File: src/rtl/fifo_sync_flags_pkg.sv
// Shared constants and helpers for the synchronous flag FIFO family.
package fifo_pkg;

    localparam int FIFO_STD      = 0;
    localparam int FIFO_FWFT     = 1;
    localparam int AE_THRESH_DEF = 2;
    localparam int AF_MARGIN_DEF = 2;

    // Width needed to count 0..depth inclusive.
    function automatic int lvl_w(input int depth);
        return $clog2(depth + 1);
    endfunction

endpackage

File: src/rtl/fifo_sync_flags_ptr_wrap.sv
// Pointer that counts 0..DEPTH-1 and wraps explicitly, so DEPTH need not be a power of two.
module fifo_ptr_wrap #(
    parameter  int DEPTH = 16,
    localparam int PW    = (DEPTH > 1) ? $clog2(DEPTH) : 1
) (
    input  logic          clk,
    input  logic          rst_n,
    input  logic          clr,
    input  logic          inc,
    output logic [PW-1:0] ptr
);

    always_ff @(posedge clk or negedge rst_n) begin
        if (!rst_n)
            ptr <= '0;
        else if (clr)
            ptr <= '0;
        else if (inc)
            ptr <= (ptr == PW'(DEPTH - 1)) ? '0 : ptr + 1'b1;
    end

endmodule

File: src/rtl/fifo_sync_flags.sv
// Single-clock FIFO with optional FWFT output stage, fill level, thresholds,
// sticky overflow/underflow and synchronous flush.
module fifo_sync_flags
    import fifo_pkg::*;
#(
    parameter  int DATA_WIDTH = 8,
    parameter  int DEPTH      = 16,
    parameter  int FWFT       = FIFO_STD,
    parameter  int AF_THRESH  = DEPTH - AF_MARGIN_DEF,
    parameter  int AE_THRESH  = AE_THRESH_DEF,
    localparam int LW         = lvl_w(DEPTH),
    localparam int PW         = (DEPTH > 1) ? $clog2(DEPTH) : 1
) (
    input  logic                  clk,
    input  logic                  rst_n,
    input  logic                  flush,
    input  logic                  wr_en,
    input  logic [DATA_WIDTH-1:0] din,
    output logic                  full,
    output logic                  almost_full,
    input  logic                  rd_en,
    output logic [DATA_WIDTH-1:0] dout,
    output logic                  empty,
    output logic                  almost_empty,
    output logic [LW-1:0]         level,
    output logic                  overflow,
    output logic                  underflow
);

    if (DATA_WIDTH < 1 || DEPTH < 2 || AE_THRESH < 0 ||
        AE_THRESH >= AF_THRESH || AF_THRESH > DEPTH) begin : g_bad_params
        $error("fifo_sync_flags: illegal DATA_WIDTH/DEPTH/threshold combination");
    end

    logic [DATA_WIDTH-1:0] mem [DEPTH];
    logic [PW-1:0]         wr_ptr, rd_ptr;
    logic [LW-1:0]         level_q;
    logic [DATA_WIDTH-1:0] dout_q;
    logic                  ov_q, un_q;
    logic                  rd_acc, wr_acc, mem_we, rd_inc;

    assign full         = (level_q == LW'(DEPTH));
    assign almost_full  = (level_q >= LW'(AF_THRESH));
    assign almost_empty = (level_q <= LW'(AE_THRESH));
    assign level        = level_q;
    assign dout         = dout_q;
    assign overflow     = ov_q;
    assign underflow    = un_q;

    // Flush masks both requests so they neither move state nor raise errors.
    assign rd_acc = !flush & rd_en & !empty;
    assign wr_acc = !flush & wr_en & (!full | rd_acc);

    fifo_ptr_wrap #(.DEPTH(DEPTH)) u_wr_ptr (
        .clk(clk), .rst_n(rst_n), .clr(flush), .inc(mem_we), .ptr(wr_ptr)
    );

    fifo_ptr_wrap #(.DEPTH(DEPTH)) u_rd_ptr (
        .clk(clk), .rst_n(rst_n), .clr(flush), .inc(rd_inc), .ptr(rd_ptr)
    );

    always_ff @(posedge clk) begin
        if (mem_we)
            mem[wr_ptr] <= din;
    end

    if (FWFT == FIFO_FWFT) begin : g_fwft
        logic          out_valid;
        logic [LW-1:0] mem_cnt;
        logic          take, bypass, load_mem;

        // level includes the output register; the array holds the remainder.
        assign mem_cnt  = level_q - LW'(out_valid);
        assign take     = !out_valid | rd_acc;
        assign bypass   = wr_acc & take & (mem_cnt == '0);
        assign load_mem = take & (mem_cnt != '0);
        assign mem_we   = wr_acc & !bypass;
        assign rd_inc   = load_mem & !flush;
        assign empty    = !out_valid;

        always_ff @(posedge clk or negedge rst_n) begin
            if (!rst_n) begin
                out_valid <= 1'b0;
                dout_q    <= '0;
            end else if (flush) begin
                out_valid <= 1'b0;
            end else if (load_mem) begin
                dout_q    <= mem[rd_ptr];
                out_valid <= 1'b1;
            end else if (bypass) begin
                dout_q    <= din;
                out_valid <= 1'b1;
            end else if (rd_acc) begin
                out_valid <= 1'b0;
            end
        end
    end else begin : g_std
        assign mem_we = wr_acc;
        assign rd_inc = rd_acc;
        assign empty  = (level_q == '0);

        always_ff @(posedge clk or negedge rst_n) begin
            if (!rst_n)
                dout_q <= '0;
            else if (rd_acc)
                dout_q <= mem[rd_ptr];
        end
    end

    always_ff @(posedge clk or negedge rst_n) begin
        if (!rst_n)
            level_q <= '0;
        else if (flush)
            level_q <= '0;
        else if (wr_acc && !rd_acc)
            level_q <= level_q + 1'b1;
        else if (rd_acc && !wr_acc)
            level_q <= level_q - 1'b1;
    end

    always_ff @(posedge clk or negedge rst_n) begin
        if (!rst_n) begin
            ov_q <= 1'b0;
            un_q <= 1'b0;
        end else if (flush) begin
            ov_q <= 1'b0;
            un_q <= 1'b0;
        end else begin
            if (wr_en && !wr_acc) ov_q <= 1'b1;
            if (rd_en && empty)   un_q <= 1'b1;
        end
    end

endmodule
File: config.mk
export PLATFORM = sky130hd
export DESIGN_NAME = fifo_sync_flags
export DESIGN_NICKNAME = d
export VERILOG_FILES = /design/src/rtl/fifo_sync_flags_pkg.sv /design/src/rtl/fifo_sync_flags_ptr_wrap.sv /design/src/rtl/fifo_sync_flags.sv
export SDC_FILE = /design/constraint.sdc
export NUM_CORES = 1
export LEC_CHECK = 0
export CAP_MARGIN = 5
export CELL_PAD_IN_SITES_DETAIL_PLACEMENT = 1
export CELL_PAD_IN_SITES_GLOBAL_PLACEMENT = 2
export CORE_ASPECT_RATIO = 0.8
export CORE_UTILIZATION = 46
export DETAILED_ROUTE_END_ITERATION = 10
export GPL_TIMING_DRIVEN = 0
export PLACE_DENSITY_LB_ADDON = 0.15
export SYNTH_ARGS = -nofsm -noshare
export SYNTH_HDL_FRONTEND = slang
export SYNTH_SLANG_ARGS = --single-unit
File: constraint.sdc
create_clock -name clk -period 3.32 [get_ports clk]
set_clock_uncertainty 0.05 [all_clocks]
set_input_delay 0.664 -clock clk [delete_from_list [all_inputs] [get_ports clk]]
set_output_delay 0.664 -clock clk [all_outputs]
set_load 0.02 [all_outputs]
==> impl_metrics.tcl <==
set metrics [dict create \
    core_sq_mm 0.0131 \
    max-clock-path-buffers 2 \
    dr.pass1.iters 4 \
    cp_data_arrival_time_ns 2.40 \
    synth_flop_cell "edfxtp_1" \
    crit_buf_inv 2 \
    slew_headroom 0.320 \
    crit_slowest_cell "clkdlybuf4s50_1" \
    dr_total_vias 3297 \
    synth_top_area_frac 0.609 \
    viasPerCell 5.59 \
    yosys-top-cells-area "edfxtp_1, mux4_2, dfrtp_1" \
    synth_nets 374 \
    io_pins 32 \
    layout_min_cycle_time_ns 3.12 \
    cts_tree "done" \
    crit_family "buffers and inverters" \
    timing.final.crit_share 0.939 \
    async_reset_ff_frac 0.152 \
    rsz0062_at_grt "false" \
    wl_per_cell_um 24.0 \
    critPathCaptureType "output port" \
    grt_pass1_wl_mm 21.9 \
    netlist_area_sq_mm 0.00631 \
    drtAntennaViolNets 0 \
    status "finished clean" \
    timing.final.hold_violations 0 \
    final_nets 425 \
    crit_chain "or4_4 > buf_6 > nor2_1 > clkdlybuf4s50_1" \
    critical_path.max_stage_delay_ns 0.63 \
    slew_viol_final 0 \
    cp.required_ns 2.61 \
    fin_ws_ns 0.202 \
    crit_type "flip-flop to output port" \
    synthDistinctLibCells 47 \
    holdWs_ns 0.441 \
    crit_path_start_kind "flip-flop" \
    cts_resized 0 \
    grt_pass1_vias 3625 \
    max_freq_mhz 321 \
    finalPower_mw 5.62 \
    drive_gt1_frac 0.236 \
    cts_num_sinks 151 \
    track_usage 0.222 \
    synth-edff-count 128 \
    grt_overflow 0 \
    postCtsHoldBufs 0 \
    drt_iter0_markers 206 \
    drc_errors 0 \
    synth_top_area_cell "edfxtp_1" \
    grt_max_degree 24 \
    die_w_um 133 \
    hp-class "flip-flop to flip-flop" \
    seq_area_frac_synth 0.700 \
    ys_ff_latch 151 \
    synthCells 351 \
    finalSetupViolations 0 \
    clk_pin_slew_worst_paths_ns 0.06 \
    initial_utilization 0.482 \
    hpwlAfterDp_mm 9.33 \
    area_growth_pct 19.4 \
    post-place-ws_ns -0.135 \
    cts_buffers 17 \
    power_per_cell_area_mw_per_mm2 746 \
    ir_drop_v 0.000372 \
    place_congestion 0.746 \
    routed_wl_mm 14.2 \
    die_h_um 107 \
    n_antenna_cell 0 \
    clk_latency_ns 0.42 \
    cts_post_setup_buffers_inserted 0 \
    r2r_slack_ns 0.28 \
    port_buffers 28 \
    syn_area_per_cell_sq_um 18.0 \
    tightest_slew_ns 1.02 \
    drv_cap 0 \
    synth-warning-count 0 \
    cts_max_level 4 \
    p_leak_nw 2.51 \
    fin_util 0.575 \
    row_count 37 \
    clock-root-buffer "clkbuf_16" \
    critPathMaxFanout 9 \
    dieArea_sq_mm 0.0142 \
    antenna_found_initial 0 \
]
## routing by layer
layer | global-route usage | share of wire | vias to the layer above
met1 | 0.313 | 0.46 | 1724
li1 | - | - | 1490
met4 | 0.0788 | 0.011 | 0
met5 | 0 | 0 | -
met3 | 0.0473 | 0.051 | 15
met2 | 0.344 | 0.48 | 68
## Yosys cell counts (all sizes together) (2+ instances only)
master,n
a211o,2
a21o,3
a21oi,7
a31oi,3
buf,13
clkbuf,8
dfrtp,23
edfxtp,128
ha,9
inv,8
mux2,3
mux2i,17
mux4,32
nand2,18
nand2b,4
nand3,9
nor2,22
nor2b,2
nor3,5
o21ai,7
o221ai,8
xnor2,3
## sequential cells by signal (all words and copies together), names as in the netlist
signal        count
dout              8
mem             128
level             5
underflow         1
overflow          1
u_wr_ptr.ptr      4
u_rd_ptr.ptr      4
## worst register-to-register path: stages (launching register included)
cell	delay (ns)
dfrtp_1	0.48
or4_4	0.57
buf_6	0.16
a211o_1	0.40
ha_1	0.36
a21oi_1	0.35
nand2_1	0.13
a211o_1	0.31
a31oi_1	0.16
## per-stage QoR
stage,std cells,instance area [sq um],TNS [ns]
2_1_floorplan,351,6310,0
4_1_cts,589,7510,0
6_report,590,7540,0
3_5_place_dp,557,6830,-1.07
3_3_place_gp,554,6810,-5.51
5_1_grt,590,7540,0
## layout make-up
type	instances	area (sq um)
Fill cell	1174	5560
Sequential cell	151	4420
Multi-Input combinational cell	171	1760
Clock buffer	18	429
Timing Repair Buffer	32	323
Clock inverter	14	245
Tap cell	175	219
Buffer	21	118
Inverter	8	30.0
## final timing paths
kind / start / end / cells after the start
setup / recovery: level[1] / full / 4
hold / removal: dout[7] / dout[7] / 2
setup reg to reg: level[1] / level[4] / 8
hold reg to reg: dout[7] / dout[7] / 2
max in group asynchronous: rst_n / dout[2] / 2
min in group asynchronous: rst_n / u_rd_ptr.ptr[0] / 1
## where the power goes
group	switching (mW)	internal (mW)	leakage (nW)	total, mW
clock	0.781	1.42	0.321	2.20
sequential	0.0897	2.16	1.45	2.25
combinational	0.618	0.553	0.733	1.17
total	1.49	4.13	2.51	5.62
## cells by family (layout without fill, tap and decap cells)
logic type                 Yosys count  in the layout  share of synthesized area
xor gates and xnor gates             4              4                    0.00555
AOI/OAI and AO/OA                   37             37                     0.0519
buffers and inverters               29             93                     0.0234
muxes                               52             52                      0.146
adders and majority gates           10             10                     0.0210
and+or+nand+nor                     68             68                     0.0517
DFF                                151            151                      0.700
## placed cells by master, fill, tap and decap left out, types with 2 or more instances in the layout
cell type	count
clkbuf_16	17
inv_1	8
nand2_1	18
nor3_1	3
buf_6	3
a211o_1	2
o21ai_0	6
a31oi_1	2
nand2b_1	4
ha_1	9
nand3_1	8
mux2i_1	17
edfxtp_1	128
mux2_2	3
nor2_1	22
nor3_2	2
a21oi_1	6
bufinv_16	6
buf_1	2
nor2b_1	2
a21o_1	3
clkbuf_1	8
o221ai_2	8
buf_4	2
mux4_2	32
inv_6	2
buf_2	9
xnor2_1	3
clkinvlp_4	2
dfrtp_1	23
clkinv_4	2
clkdlybuf4s50_1	28
Power figures use the tool's default switching activity.
